===== src/rtl/wb_instr_loader_pkg.sv =====
// Shared definitions for the instruction loader: FSM state encoding and
// the header size limit helper.
package wb_instr_loader_pkg;

  // Loader FSM states.
  typedef enum logic [1:0] {
    ST_IDLE = 2'd0,
    ST_LOAD = 2'd1,
    ST_RUN  = 2'd2
  } state_e;

  // Largest legal image size in words for a given word-address width.
  function automatic logic [31:0] HDR_MAX_FN(input int unsigned addr_w);
    return 32'(1) << addr_w;
  endfunction

endpackage


===== src/rtl/wb_loader_fifo.sv =====
// Small synchronous FIFO with valid/ready on both ports. Push is refused
// whenever full, even if the head is popped in the same cycle, which keeps
// the ready path free of any dependency on the pop side.
module wb_loader_fifo #(
  parameter int WIDTH = 32,
  parameter int DEPTH = 4
) (
  input  logic             clk_i,
  input  logic             rst_i,
  input  logic             push_val_i,
  output logic             push_rdy_o,
  input  logic [WIDTH-1:0] push_data_i,
  output logic             pop_val_o,
  input  logic             pop_rdy_i,
  output logic [WIDTH-1:0] pop_data_o
);

  localparam int PTR_W = $clog2(DEPTH);
  localparam logic [PTR_W:0] FULL_CNT = (PTR_W + 1)'(DEPTH);

  logic [WIDTH-1:0] mem_q [DEPTH];
  logic [PTR_W-1:0] wr_ptr_q, wr_ptr_d;
  logic [PTR_W-1:0] rd_ptr_q, rd_ptr_d;
  logic [PTR_W:0]   count_q,  count_d;
  logic             do_push, do_pop;

  assign push_rdy_o = (count_q != FULL_CNT);
  assign pop_val_o  = (count_q != '0);
  assign pop_data_o = mem_q[rd_ptr_q];
  assign do_push    = push_val_i && push_rdy_o;
  assign do_pop     = pop_val_o && pop_rdy_i;

  // Next-state for pointers and occupancy.
  always_comb begin
    // NOTE: every signal written here gets a default first so no path leaves it unassigned (no latch).
    wr_ptr_d = wr_ptr_q;
    rd_ptr_d = rd_ptr_q;
    count_d  = count_q;
    if (do_push) wr_ptr_d = wr_ptr_q + PTR_W'(1);
    if (do_pop)  rd_ptr_d = rd_ptr_q + PTR_W'(1);
    case ({do_push, do_pop})
      2'b10:   count_d = count_q + (PTR_W + 1)'(1);
      2'b01:   count_d = count_q - (PTR_W + 1)'(1);
      default: count_d = count_q;
    endcase
  end

  // Pointer and occupancy registers with synchronous reset.
  always_ff @(posedge clk_i) begin
    // NOTE: state registers use non-blocking assignment so all flops update together at the edge.
    if (rst_i) begin
      wr_ptr_q <= '0;
      rd_ptr_q <= '0;
      count_q  <= '0;
    end else begin
      wr_ptr_q <= wr_ptr_d;
      rd_ptr_q <= rd_ptr_d;
      count_q  <= count_d;
    end
  end

  // Storage array write port.
  always_ff @(posedge clk_i) begin
    // NOTE: the storage is deliberately not reset; occupancy alone decides which entries are meaningful.
    if (do_push) mem_q[wr_ptr_q] <= push_data_i;
  end

endmodule


===== src/rtl/wb_instr_loader.sv =====
// Instruction loader: buffers a word stream, interprets a size header,
// writes the following N words to instruction memory from address 0 and
// enables the core once a complete image is resident.
module wb_instr_loader
  import wb_instr_loader_pkg::*;
#(
  parameter int ADDR_W = 10,
  parameter int DEPTH  = 4
) (
  input  logic              wb_clk_i,
  input  logic              wb_rst_i,
  input  logic [31:0]       instruction_recv_msg,
  input  logic              instruction_recv_val,
  output logic              instruction_recv_rdy,
  output logic              imem_wen,
  output logic [ADDR_W-1:0] imem_waddr,
  output logic [31:0]       imem_wdata,
  input  logic              imem_wrdy,
  output logic              core_en,
  output logic              busy,
  output logic              err
);

  localparam logic [31:0] HDR_MAX = HDR_MAX_FN(ADDR_W);

  state_e            state_q, state_d;
  logic [ADDR_W:0]   rem_q,   rem_d;
  logic [ADDR_W-1:0] addr_q,  addr_d;
  logic              err_q,   err_d;

  logic              head_val;
  logic              head_rdy;
  logic [31:0]       head_data;

  wb_loader_fifo #(
    .WIDTH (32),
    .DEPTH (DEPTH)
  ) u_fifo (
    .clk_i       (wb_clk_i),
    .rst_i       (wb_rst_i),
    .push_val_i  (instruction_recv_val),
    .push_rdy_o  (instruction_recv_rdy),
    .push_data_i (instruction_recv_msg),
    .pop_val_o   (head_val),
    .pop_rdy_i   (head_rdy),
    .pop_data_o  (head_data)
  );

  // Headers are consumed immediately outside LOAD; inside LOAD the head
  // leaves only when the memory takes it, which holds the write stable.
  assign head_rdy   = (state_q == ST_LOAD) ? imem_wrdy : 1'b1;

  assign busy       = (state_q == ST_LOAD);
  assign core_en    = (state_q == ST_RUN);
  assign err        = err_q;
  assign imem_wen   = busy && head_val;
  assign imem_waddr = addr_q;
  assign imem_wdata = head_data;

  // FSM and counter next-state: header decode and write bookkeeping.
  always_comb begin
    state_d = state_q;
    rem_d   = rem_q;
    addr_d  = addr_q;
    err_d   = err_q;
    case (state_q)
      ST_IDLE, ST_RUN: begin
        if (head_val) begin
          if (head_data == 32'd0) begin
            state_d = ST_RUN;
          end else if (head_data <= HDR_MAX) begin
            rem_d   = head_data[ADDR_W:0];
            addr_d  = '0;
            state_d = ST_LOAD;
          end else begin
            // Oversize image: flag it, drop the header, wait for another.
            err_d   = 1'b1;
            state_d = ST_IDLE;
          end
        end
      end
      ST_LOAD: begin
        if (head_val && imem_wrdy) begin
          // The address only rolls over after the final write, once the
          // FSM has already left LOAD, so no write ever sees a wrapped value.
          addr_d = addr_q + ADDR_W'(1);
          rem_d  = rem_q - (ADDR_W + 1)'(1);
          if (rem_q == (ADDR_W + 1)'(1)) state_d = ST_RUN;
        end
      end
      default: state_d = ST_IDLE;
    endcase
  end

  // FSM, counters and sticky error flag with synchronous reset.
  always_ff @(posedge wb_clk_i) begin
    if (wb_rst_i) begin
      state_q <= ST_IDLE;
      rem_q   <= '0;
      addr_q  <= '0;
      err_q   <= 1'b0;
    end else begin
      state_q <= state_d;
      rem_q   <= rem_d;
      addr_q  <= addr_d;
      err_q   <= err_d;
    end
  end

endmodule


===== config.mk =====
export PLATFORM = sky130hd
export DESIGN_NAME = wb_instr_loader
export DESIGN_NICKNAME = d
export VERILOG_FILES = /design/src/rtl/wb_instr_loader_pkg.sv /design/src/rtl/wb_loader_fifo.sv /design/src/rtl/wb_instr_loader.sv
export SDC_FILE = /design/constraint.sdc
export NUM_CORES = 1
export LEC_CHECK = 0
export BUFFER_PORTS_ARGS = -buffer_cell sky130_fd_sc_hd__buf_2
export CORE_UTILIZATION = 57
export DETAILED_ROUTE_END_ITERATION = 6
export PLACE_DENSITY = 0.84
export SLEW_MARGIN = 30
export SYNTH_ARGS = -nofsm -noshare
export SYNTH_HDL_FRONTEND = slang
export SYNTH_SLANG_ARGS = --single-unit

===== constraint.sdc =====
create_clock -name wb_clk_i -period 4.45 [get_ports wb_clk_i]
set_clock_uncertainty 0.2 [all_clocks]
set_input_delay 0.6675 -clock wb_clk_i [delete_from_list [all_inputs] [get_ports wb_clk_i]]
set_output_delay 0.6675 -clock wb_clk_i [all_outputs]
set_load 0.02 [all_outputs]

### After elaboration in Yosys (flattened, before gate mapping)

Memories as Yosys holds them, arrays and structs flattened. A register that Yosys moved wholly into a read port is not among the register bits.
Index checks and enable logic that the tools add are counted.

| word-level totals | value |
|---|---|
| memories | 1 |
| register bits after elaboration | 31 |
| logic and storage cells | 63 |
| bits in writable memories | 128 |
| input port bits | 36 |
| output and inout port bits | 47 |

| operators by class | value |
|---|---|
| bitwise logic cells | 2 |
| reductions and logical operators | 13 |
| $lt $le $gt $ge | 1 |
| muxes and demuxes | 22 |
| equality and inequality tests | 11 |
| add/subtract/negate cells | 6 |

Memories:

| memory | words | bits a word | rd ports | clocked after memory_dff | write ports | RTL line | RTL |
|---|---|---|---|---|---|---|---|
| u_fifo.mem_q | 4 | 32 | 1 | 1 | 1 | wb_loader_fifo.sv:21 | `logic [WIDTH-1:0] mem_q [DEPTH];` |

Operators by type and width:

| operator | count |
|---|---|
| $mux W11 | 4 |
| $mux W10 | 4 |
| $le A32 B11 Y1 const B | 1 |
| $logic_not A32 Y1 | 1 |
| $pmux W11 S2 | 1 |
| $pmux W10 S2 | 1 |
| $mux W2 | 6 |
| $eq A11 B1 Y1 const B | 1 |
| $sub A11 B1 Y11 const B | 1 |
| $add A10 B1 Y10 const B | 1 |
| $ne A2 B2 Y1 const B | 3 |
| $pmux W3 S2 | 1 |
| $reduce_and A5 Y1 | 1 |
| $add A2 B1 Y2 const B | 2 |
| $eq A2 B1 Y1 const B | 2 |
| $eq A2 B2 Y1 const B | 2 |
| $logic_and A1 B1 Y1 | 4 |
| $mux W1 | 4 |
| $ne A2 B1 Y1 const B | 2 |
| $pmux W2 S2 | 1 |
| $reduce_and A4 Y1 | 1 |
| $reduce_bool A2 Y1 | 2 |
| $add A3 B1 Y3 const B | 1 |
| $ne A3 B3 Y1 const B | 1 |
| other kinds (6) | 7 |

### Logic depth before layout (Yosys ltp)

Gate-level depths: netlist of run 1.

| logic depth | value |
|---|---|
| word-level depth | 5 |
| gate-level depth with buffers | 11 |
| depth with buffers taken out | 10 |

### Modules after synthesis

From an unflattened synthesis of run 1, not the netlist that was laid out.

| unflattened totals | value |
|---|---|
| cells, all modules | 402 |
| area total of the unflattened synthesis | 6590.1 µm² |

Modules (own cells, without submodules):

| module | area an instance (µm²) | cells an instance | seq. area each (µm²) | times used |
|---|---|---|---|---|
| wb_loader_fifo | 5134.9 | 219 | 4023.9 | 1 |
| wb_instr_loader | 1455.1 | 183 | 480.5 | 1 |

### Least setup slack after synthesis of run 1

Ideal clock, no wire load.

| timing path | value |
|---|---|
| kind | flip-flop to flip-flop |
| from | register (tool-made name) |
| to | register rem_q[4] |
| required time | 4183 ps |
| slack | 1245 ps |
| period minus slack after synthesis | 3205 ps |
| buffers on the path | 3 |
| setup time | 67 ps |
| stages on the path, launching flop included | 10 |
| arrival | 2937 ps |
| path through | dfxtp_1 -> clkbuf_1 -> buf_1 -> mux4_2 -> or4_1 -> nor3_2 -> and4_1 -> buf_6 -> mux2_4 -> a21oi_2 |

RTL lines:

| element | RTL line | RTL |
|---|---|---|
| end signal: assignment | wb_instr_loader.sv:104 | `rem_q <= rem_d;` |
| end: declaration | wb_instr_loader.sv:27 | `logic [ADDR_W:0] rem_q, rem_d;` |

==> results of run 1 <==
## through the flow
stage / total power, mW / cell area (sq um) / std cells
3_5_place_dp: 3.06 / 7100 / 620
2_1_floorplan: 2.69 / 6540 / 406
3_3_place_gp: 3.03 / 7100 / 620
6_report: 4.43 / 7670 / 653
4_1_cts: 4.46 / 7670 / 652
5_1_grt: 4.61 / 7670 / 652
## how the worst max path moves through the flow
stage / endpoint / cells past startpoint / slack [ns]
after floorplan: rem_q[4] / 9 / 1.25
after global placement: rem_q[1] / 7 / 0.61
after detailed placement: rem_q[1] / 7 / 0.49
after CTS: rem_q[1] / 7 / 0.49
after global routing: rem_q[1] / 7 / 0.23
final: rem_q[1] / 7 / 0.50
## cells by family (layout without fill, tap and decap cells)
kind of cell | after synthesis | after routing
DFF | 161 | 161
and+or+nand+nor | 111 | 111
AOI/OAI and AO/OA | 45 | 45
muxes | 37 | 37
buffers and inverters | 28 | 134
xor gates and xnor gates | 15 | 15
adders and majority gates | 9 | 9
other | 0 | 1
## metal layers
layer  GRT usage [%]  vias to the layer above  routed length [microns]
met2            38.7                      159                     6690
met5               0                        -                       21
met3            8.73                       20                     1050
met4            9.17                        4                      150
met1            29.0                     1924                     5160
li1                -                     1775                        -
## report_power, final
part / internal (mW) / switching (mW) / leakage [nW]
registers: 1.80 / 0.0863 / 1.44
clock network: 0.828 / 0.571 / 0.273
logic: 0.455 / 0.698 / 1.05
## flip-flops by register name (all words and copies together), names as in the netlist, named ones only
signal	flops
u_fifo.count_q	3
rem_q	11
u_fifo.mem_q	128
imem_waddr	10
state_q	2
u_fifo.rd_ptr_q	2
u_fifo.wr_ptr_q	2
err	1
## cell usage in the layout (no fill, tap or decap), drive strengths merged, types with 2 or more instances in the layout
master,netlist,final
edfxtp,128,128
buf,9,91
dfxtp,33,33
mux4,32,32
nor2,21,21
nand2,20,20
clkbuf,8,20
nor3,17,17
a21oi,17,17
inv,11,14
nand3,13,13
xor2,13,13
o21ai,11,11
and3,8,8
ha,8,8
and2,5,5
nor4,5,5
clkinv,0,5
nand2b,4,4
and4,3,3
o31ai,3,3
mux2i,3,3
a211oi,3,3
a31oi,3,3
or4,3,3
or3,2,2
nor2b,2,2
or2,2,2
mux2,2,2
nand4,2,2
o211ai,2,2
xnor2,2,2
nand4b,2,2
clkinvlp,0,2
bufinv,0,2
## cell type report
class	instances	share of cell area (%)
Antenna cell	1	0.0326
Clock buffer	20	5.69
Clock inverter	12	1.73
Inverter	11	0.538
Multi-Input combinational cell	217	24.8
Sequential cell	161	58.7
Tap cell	140	2.28
Timing Repair Buffer	91	6.23
## critical path, stage by stage, from the launching register on
cell      delay, ns
dfxtp_2        0.73
buf_4          0.34
mux4_2         0.54
or4_1          0.52
nor3_2         0.29
nand4_1        0.59
a221oi_1       0.49
a311oi_1       0.08
==> impl_metrics.ini, run 1 <==
[sta]
final-hold-violation-count = 0
setup_viol = 0
period_needed_ns = 3.95
slew_headroom_pct = 56.1
final_max_slew_viol_count = 0
rsz0062_at_grt = no
fin_crit_sh_pct = 88.7
setup_ws_ns = 0.504
max_freq_mhz = 253
whs_ns = 0.258
setup-tns-final_ns = 0
worst_pin_slew_ns = 0.653

[clocking]
insertion_delay_ns = 0.42
htreeDepth = 4
cts-resized-gates = 0
ctsHoldBuffers = 0
clk_pin_slew_worst_paths_ns = 0.06
cts.sinks = 161
cts_setup_buffers = 0
cts_buffers = 17
root_buffer = clkbuf_16
cts_tree = built
cts_buffer_depth = 2

[critical_path]
worstPathRequired_ns = 4.52
critPathCaptureType = register
start_kind = register
path_class = register to register
reg2reg_depth = 7
crit_fanout = 18
r2r_slack_ns = 0.50
r2r-end = rem_q[1]
cp.arrival_ns = 4.02

[synthesis]
synth_most_common_cell = edfxtp_1
synth_ff_type = edfxtp_1
synth_seq_area_share_pct = 68.8
synth_top_family_by_area = multiplexers
ys_ff_latch = 161
yosysTopAreaCell = edfxtp_1
yosys-top-cells-count = edfxtp_1 (128), dfxtp_1 (33), mux4_2 (32)
synth_mux_area_share_pct = 11.9
synth_fa_ha_area_share_pct = 1.84
synthCells = 406
synth.avg_cell_area_sq_um = 16.1
yosys.area_share.simple_pct = 8.95
syn_nets = 451
synthArstFlopShare_pct = 0
synthTopCellsByArea = edfxtp_1 (59%), mux4_2 (11%), dfxtp_1 (10%), xor2_1 (1.7%), ha_1 (1.5%)
synth_compound_area_share_pct = 4.30
synth_edf_count = 128
yosysWarnings = 0
synth_xor_area_share_pct = 2.01
synth_area_sq_um = 6540
synth_top_area_share_pct = 58.7
synthDistinctLibCells = 47

[cells_and_area]
regArea_sq_um = 4510
final_core_util_pct = 69.5
n_fill_cell = 709
nets = 544
area_delta_synth_final_pct = 17.2
drive_gt1_share_pct = 31.4
multi_input_comb_area_sq_um = 1900

[drt]
drt_iter0_drc = 316
vias = 3882
remaining_drc_errors = 0
routedWlPerCell_microns = 20.0
firstDrtPassIters = 5
drt_wl_total_microns = 13100
antenna_left = 0
vias_per_cell = 5.94

[floorplanning]
start_util_pct = 59.3
die_h_microns = 109
dieArea_sq_um = 11900
rows = 38
core_area_sq_um = 11000
fp.dieW_microns = 109
ios = 83

[placed_design]
post-place-ws_ns = 0.494
port_buffers = 82
gp_congestion = 0.888
dpl.hpwl_microns = 8200

[global_route]
grtUsageTotal_pct = 23.8
grt_start_max_net_pins = 34
grt_pass1_wl_microns = 20100
grt_overflow = 0
grt_pass1_vias = 3882
antenna_found_initial = 2

[run_status]
status = completed

[min_path]
hold-path-cell-count = 1
worstHoldStart = instruction_recv_msg[23]
hold_end = u_fifo.mem_q[1][23]
hold_class = input pin to register

[job]
maxCapViolCount = 0

[pwr]
power_leakage_nw = 2.77
peakVddDrop_uv = 443
power_density_nw_per_um2 = 578
No activity file was read; power rests on OpenSTA's default activity.
==> inputs of run 2 (changes only) <==
--- a/config.mk
+++ b/config.mk
@@ -8,7 +8,7 @@
 export BUFFER_PORTS_ARGS = -buffer_cell sky130_fd_sc_hd__buf_2
 export CORE_UTILIZATION = 57
 export DETAILED_ROUTE_END_ITERATION = 6
-export PLACE_DENSITY = 0.84
+export PLACE_DENSITY = 0.81
 export SLEW_MARGIN = 30
 export SYNTH_ARGS = -nofsm -noshare
 export SYNTH_HDL_FRONTEND = slang
==> run 2 against run 1 <==
Wire length is 3.4% higher. Global-route usage is 0.88 points higher. Flip-flop and latch count stayed put. Clock-buffer cell count down 1. Power barely moved. Critical path depth is the same. Maximum frequency rose by 5.1%. Worst setup slack better by 0.19 ns. Sequential share of layout area barely moved. Register-to-register slack gained 0.19 ns. Non-clock buffer count decreased by 2.
==> impl_metrics.ini, run 2 (synthesis gave the netlist of run 1 again) <==
[run_status]
status = completed

[cells_and_area]
fin_cells = 651
design_area_sq_um = 7670
final_common_cell = edfxtp_1
drive_gt1_share_pct = 31.4
n_fill_cell = 718
nets = 542
largest_reg_flops = 128
regArea_sq_um = 4510
area_delta_synth_final_pct = 17.2
top_register = u_fifo.mem_q
multi_input_comb_area_sq_um = 1900
final_cell_mix = edfxtp_1 (128), buf_2 (82), mux4_2 (32), dfxtp_1 (32), nor2_1 (21)

[sta]
rsz0062_at_grt = no
max_freq_mhz = 266
setup-tns-final_ns = 0
slew_headroom_pct = 50.9
whs_ns = 0.251
worst_pin_slew_ns = 0.728
final_max_slew_viol_count = 0
fin_crit_sh_pct = 84.4
setup_viol = 0
period_needed_ns = 3.75
final-hold-violation-count = 0

[placed_design]
port_buffers = 82
dpl.hpwl_microns = 8470
placed_cell_area_sq_um = 7110
gp_congestion = 0.856
placedCellCount = 618

[floorplanning]
dieArea_sq_um = 11900
rows = 38
core_area_sq_um = 11000
die_h_microns = 109
fp.dieW_microns = 109
ios = 83
start_util_pct = 59.3

[pwr]
power_leakage_nw = 2.77
p_total_mw = 4.44
power_density_nw_per_um2 = 578
peakVddDrop_uv = 427

[global_route]
grt_pass1_wl_microns = 20500
grt_pass1_vias = 3830
grtUsageTotal_pct = 24.7
grt_start_max_net_pins = 34
grt_overflow = 0
antenna_found_initial = 0

[clocking]
cts_buffer_depth = 2
clk_pin_slew_worst_paths_ns = 0.06
ctsHoldBuffers = 0
cts-resized-gates = 0
root_buffer = clkbuf_16
cts.sinks = 161
htreeDepth = 4
cts_setup_buffers = 0
cts_buffers = 17
insertion_delay_ns = 0.43
cts_tree = built

[critical_path]
start_kind = register
crit_fanout = 28
critPathCaptureType = register
cp.arrival_ns = 3.83
path_class = register to register
worstPathRequired_ns = 4.52

[drt]
vias_per_cell = 6.05
vias = 3941
remaining_drc_errors = 0
antenna_left = 0
firstDrtPassIters = 5
drt_wl_total_microns = 13500
routedWlPerCell_microns = 20.8
drt_iter0_drc = 412

[min_path]
hold_class = input pin to register

[job]
maxCapViolCount = 0
[run 2: changes by cell type in the layout (fill, tap and decap cells not counted), sizes merged]
cell      delta
clkbuf       -1
bufinv       -1
inv          +3
buf          -2
clkinv       +1
clkinvlp     -2
[run 2: metal layers]
layer / global-route usage (%) / wire length [microns] / vias to the layer above
li1: - / - / 1777
met1: 31.4 / 5390 / 1975
met2: 38.9 / 6650 / 168
met3: 9.21 / 1150 / 21
met4: 9.07 / 325 / 0
met5: 0 / 0 / -
[run 2: per-stage QoR]
stage / util, % / setup WS [ns]
detailed placement: 64.5 / 0.726
floorplan: - / 1.25
global route: 69.5 / 0.485
global placement: 64.5 / 0.809
CTS: 69.5 / 0.703
finish: 69.6 / 0.696
[run 2: worst max-delay path, cell delays in order (launching register included)]
cell	delay [ns]
dfxtp_2	0.44
buf_12	0.28
mux4_2	0.56
or4_1	0.57
o31ai_1	0.39
nand4_1	0.57
a221oi_1	0.49
a311oi_1	0.09
[run 2: area by class of cell]
class | instances | area share, %
multi-input combinational | 217 | 24.8
antenna | 1 | 0.0326
timing repair buffer | 89 | 6.36
sequential | 161 | 58.7
clock buffer | 19 | 5.64
inverter | 11 | 0.538
clock inverter | 13 | 1.66
tap | 140 | 2.28
[run 2: report_power, final]
part,internal (mW),switching [mW],leakage [nW]
sequential,1.80,0.0661,1.44
combinational,0.461,0.727,1.05
clock,0.782,0.605,0.278
total,3.04,1.40,2.77
[run 2: path summary, 6_finish.rpt]
check / start / cells past startpoint / endpoint / slack (ns)
worst max-delay path: register / 7 / rem_q[1] / 0.70
worst max register to register: register / 7 / rem_q[1] / 0.70
worst min register to register: u_fifo.wr_ptr_q[1] / 2 / u_fifo.wr_ptr_q[1] / 0.31
worst min-delay path: instruction_recv_msg[15] / 1 / u_fifo.mem_q[0][15] / 0.25
==> inputs of run 3 (changes only) <==
==> constraint.sdc (replaced) <==
create_clock -name wb_clk_i -period 3.95 [get_ports wb_clk_i]
set_clock_uncertainty 0.2 [all_clocks]
set_input_delay 0.5925 -clock wb_clk_i [delete_from_list [all_inputs] [get_ports wb_clk_i]]
set_output_delay 0.5925 -clock wb_clk_i [all_outputs]
set_load 0.02 [all_outputs]
==> run 3 against run 2 <==
Register-to-register slack got worse by 0.21 ns. Sequential share of layout area decreased by 0.57 points. Non-clock buffer count is 4 higher. Clock-buffer cell count decreased by 1. First-iteration DRC count fell by 24%. Clock power grew 22%. Cell count up 0.46%. Highest routed layer unchanged.
==> impl_metrics.ini, run 3 (synthesis gave the netlist of run 1 again) <==
[sta]
setup_ws_ns = 0.489
setup-tns-final_ns = 0
final-hold-violation-count = 0
rsz0062_at_grt = no
fin_crit_sh_pct = 87.6
worst_pin_slew_ns = 0.668
period_needed_ns = 3.46
slew_headroom_pct = 55.1
setup_viol = 0
final_max_slew_viol_count = 0
max_freq_mhz = 289

[cells_and_area]
nets = 546
final_core_util_pct = 70.2
drive_gt1_share_pct = 32.0
top_register = u_fifo.mem_q
final_common_cell = edfxtp_1
area_delta_synth_final_pct = 18.4
largest_reg_flops = 128
final_cell_mix = edfxtp_1 (128), buf_2 (82), mux4_2 (32), dfxtp_1 (32), nor2_1 (21)

[placed_design]
port_buffers = 82
gp_congestion = 0.877
post-place-ws_ns = 0.562
dpl.hpwl_microns = 8460

[clocking]
root_buffer = clkbuf_16
cts_buffer_depth = 2
clk_pin_slew_worst_paths_ns = 0.06
cts_tree = built
cts_buffers = 17
cts_setup_buffers = 0
cts-resized-gates = 0
htreeDepth = 4
insertion_delay_ns = 0.42
ctsHoldBuffers = 0
cts.sinks = 161

[critical_path]
crit_fanout = 24
r2r_slack_ns = 0.49
cp.arrival_ns = 3.61
start_kind = register
worstPathRequired_ns = 4.10
path_class = register to register
critPathCaptureType = register

[floorplanning]
core_area_sq_um = 11000
start_util_pct = 59.3
rows = 38
die_h_microns = 109
ios = 83
fp.dieW_microns = 109
dieArea_sq_um = 11900

[run_status]
status = completed

[drt]
drt_wl_total_microns = 13300
antenna_left = 0
routedWlPerCell_microns = 20.4
vias = 3883
firstDrtPassIters = 5
vias_per_cell = 5.94
remaining_drc_errors = 0
drt_iter0_drc = 312

[min_path]
hold_class = input pin to register

[global_route]
grt_pass1_vias = 3967
antenna_found_initial = 1
grt_pass1_wl_microns = 21000
grtUsageTotal_pct = 25.0
grt_overflow = 0
grt_start_max_net_pins = 34

[pwr]
peakVddDrop_uv = 465
power_density_nw_per_um2 = 663
power_leakage_nw = 2.80

[job]
maxCapViolCount = 0
-- run 3: worst paths after layout --
| check | from | end | depth (start not counted) |
|---|---|---|---|
| hold reg to reg | err | err | 2 |
| hold / removal | instruction_recv_msg[20] | u_fifo.mem_q[0][20] | 1 |
| setup reg to reg | register | rem_q[10] | 8 |
| setup / recovery | register | rem_q[10] | 8 |
-- run 3: cell type report --
cell class,instances,area [sq um]
sequential,161,4510
fill,696,3280
multi-input combinational,217,1900
timing repair buffer,93,505
clock buffer,18,429
clock inverter,13,189
tap,140,175
inverter,11,41.3
antenna,1,2.50
-- run 3: through the flow --
step                      std cells  hold slack (ns)  instance area, sq um  power, mW
after global placement          622            0.235                  7130       3.43
after global routing            653            0.169                  7740       5.34
after detailed placement        622            0.235                  7130       3.46
after floorplan                 406            0.269                  6540       3.03
after CTS                       653            0.169                  7740       5.17
final                           654            0.184                  7750       5.14
-- run 3: critical path: stages (launching register included) --
cell and delay [ns]:
dfxtp_2 0.55, buf_12 0.27, mux4_2 0.56, or4_1 0.57
nor3_2 0.26, and4_1 0.47, buf_4 0.25, nand2_1 0.08
a31oi_1 0.16
-- run 3: report_power, final --
group | switching [mW] | leakage, nW | internal [mW] | total [mW]
combinational | 0.810 | 1.06 | 0.522 | 1.33
clock | 0.633 | 0.298 | 1.05 | 1.69
sequential | 0.0934 | 1.44 | 2.02 | 2.12
total | 1.54 | 2.80 | 3.60 | 5.14
-- run 3: metal layers --
metal,vias to the layer above,track usage [%],routed length [microns]
li1,1785,-,-
met1,1915,32.5,5470
met2,166,38.9,6610
met3,17,8.49,1050
met4,0,9.65,204
met5,-,0,0
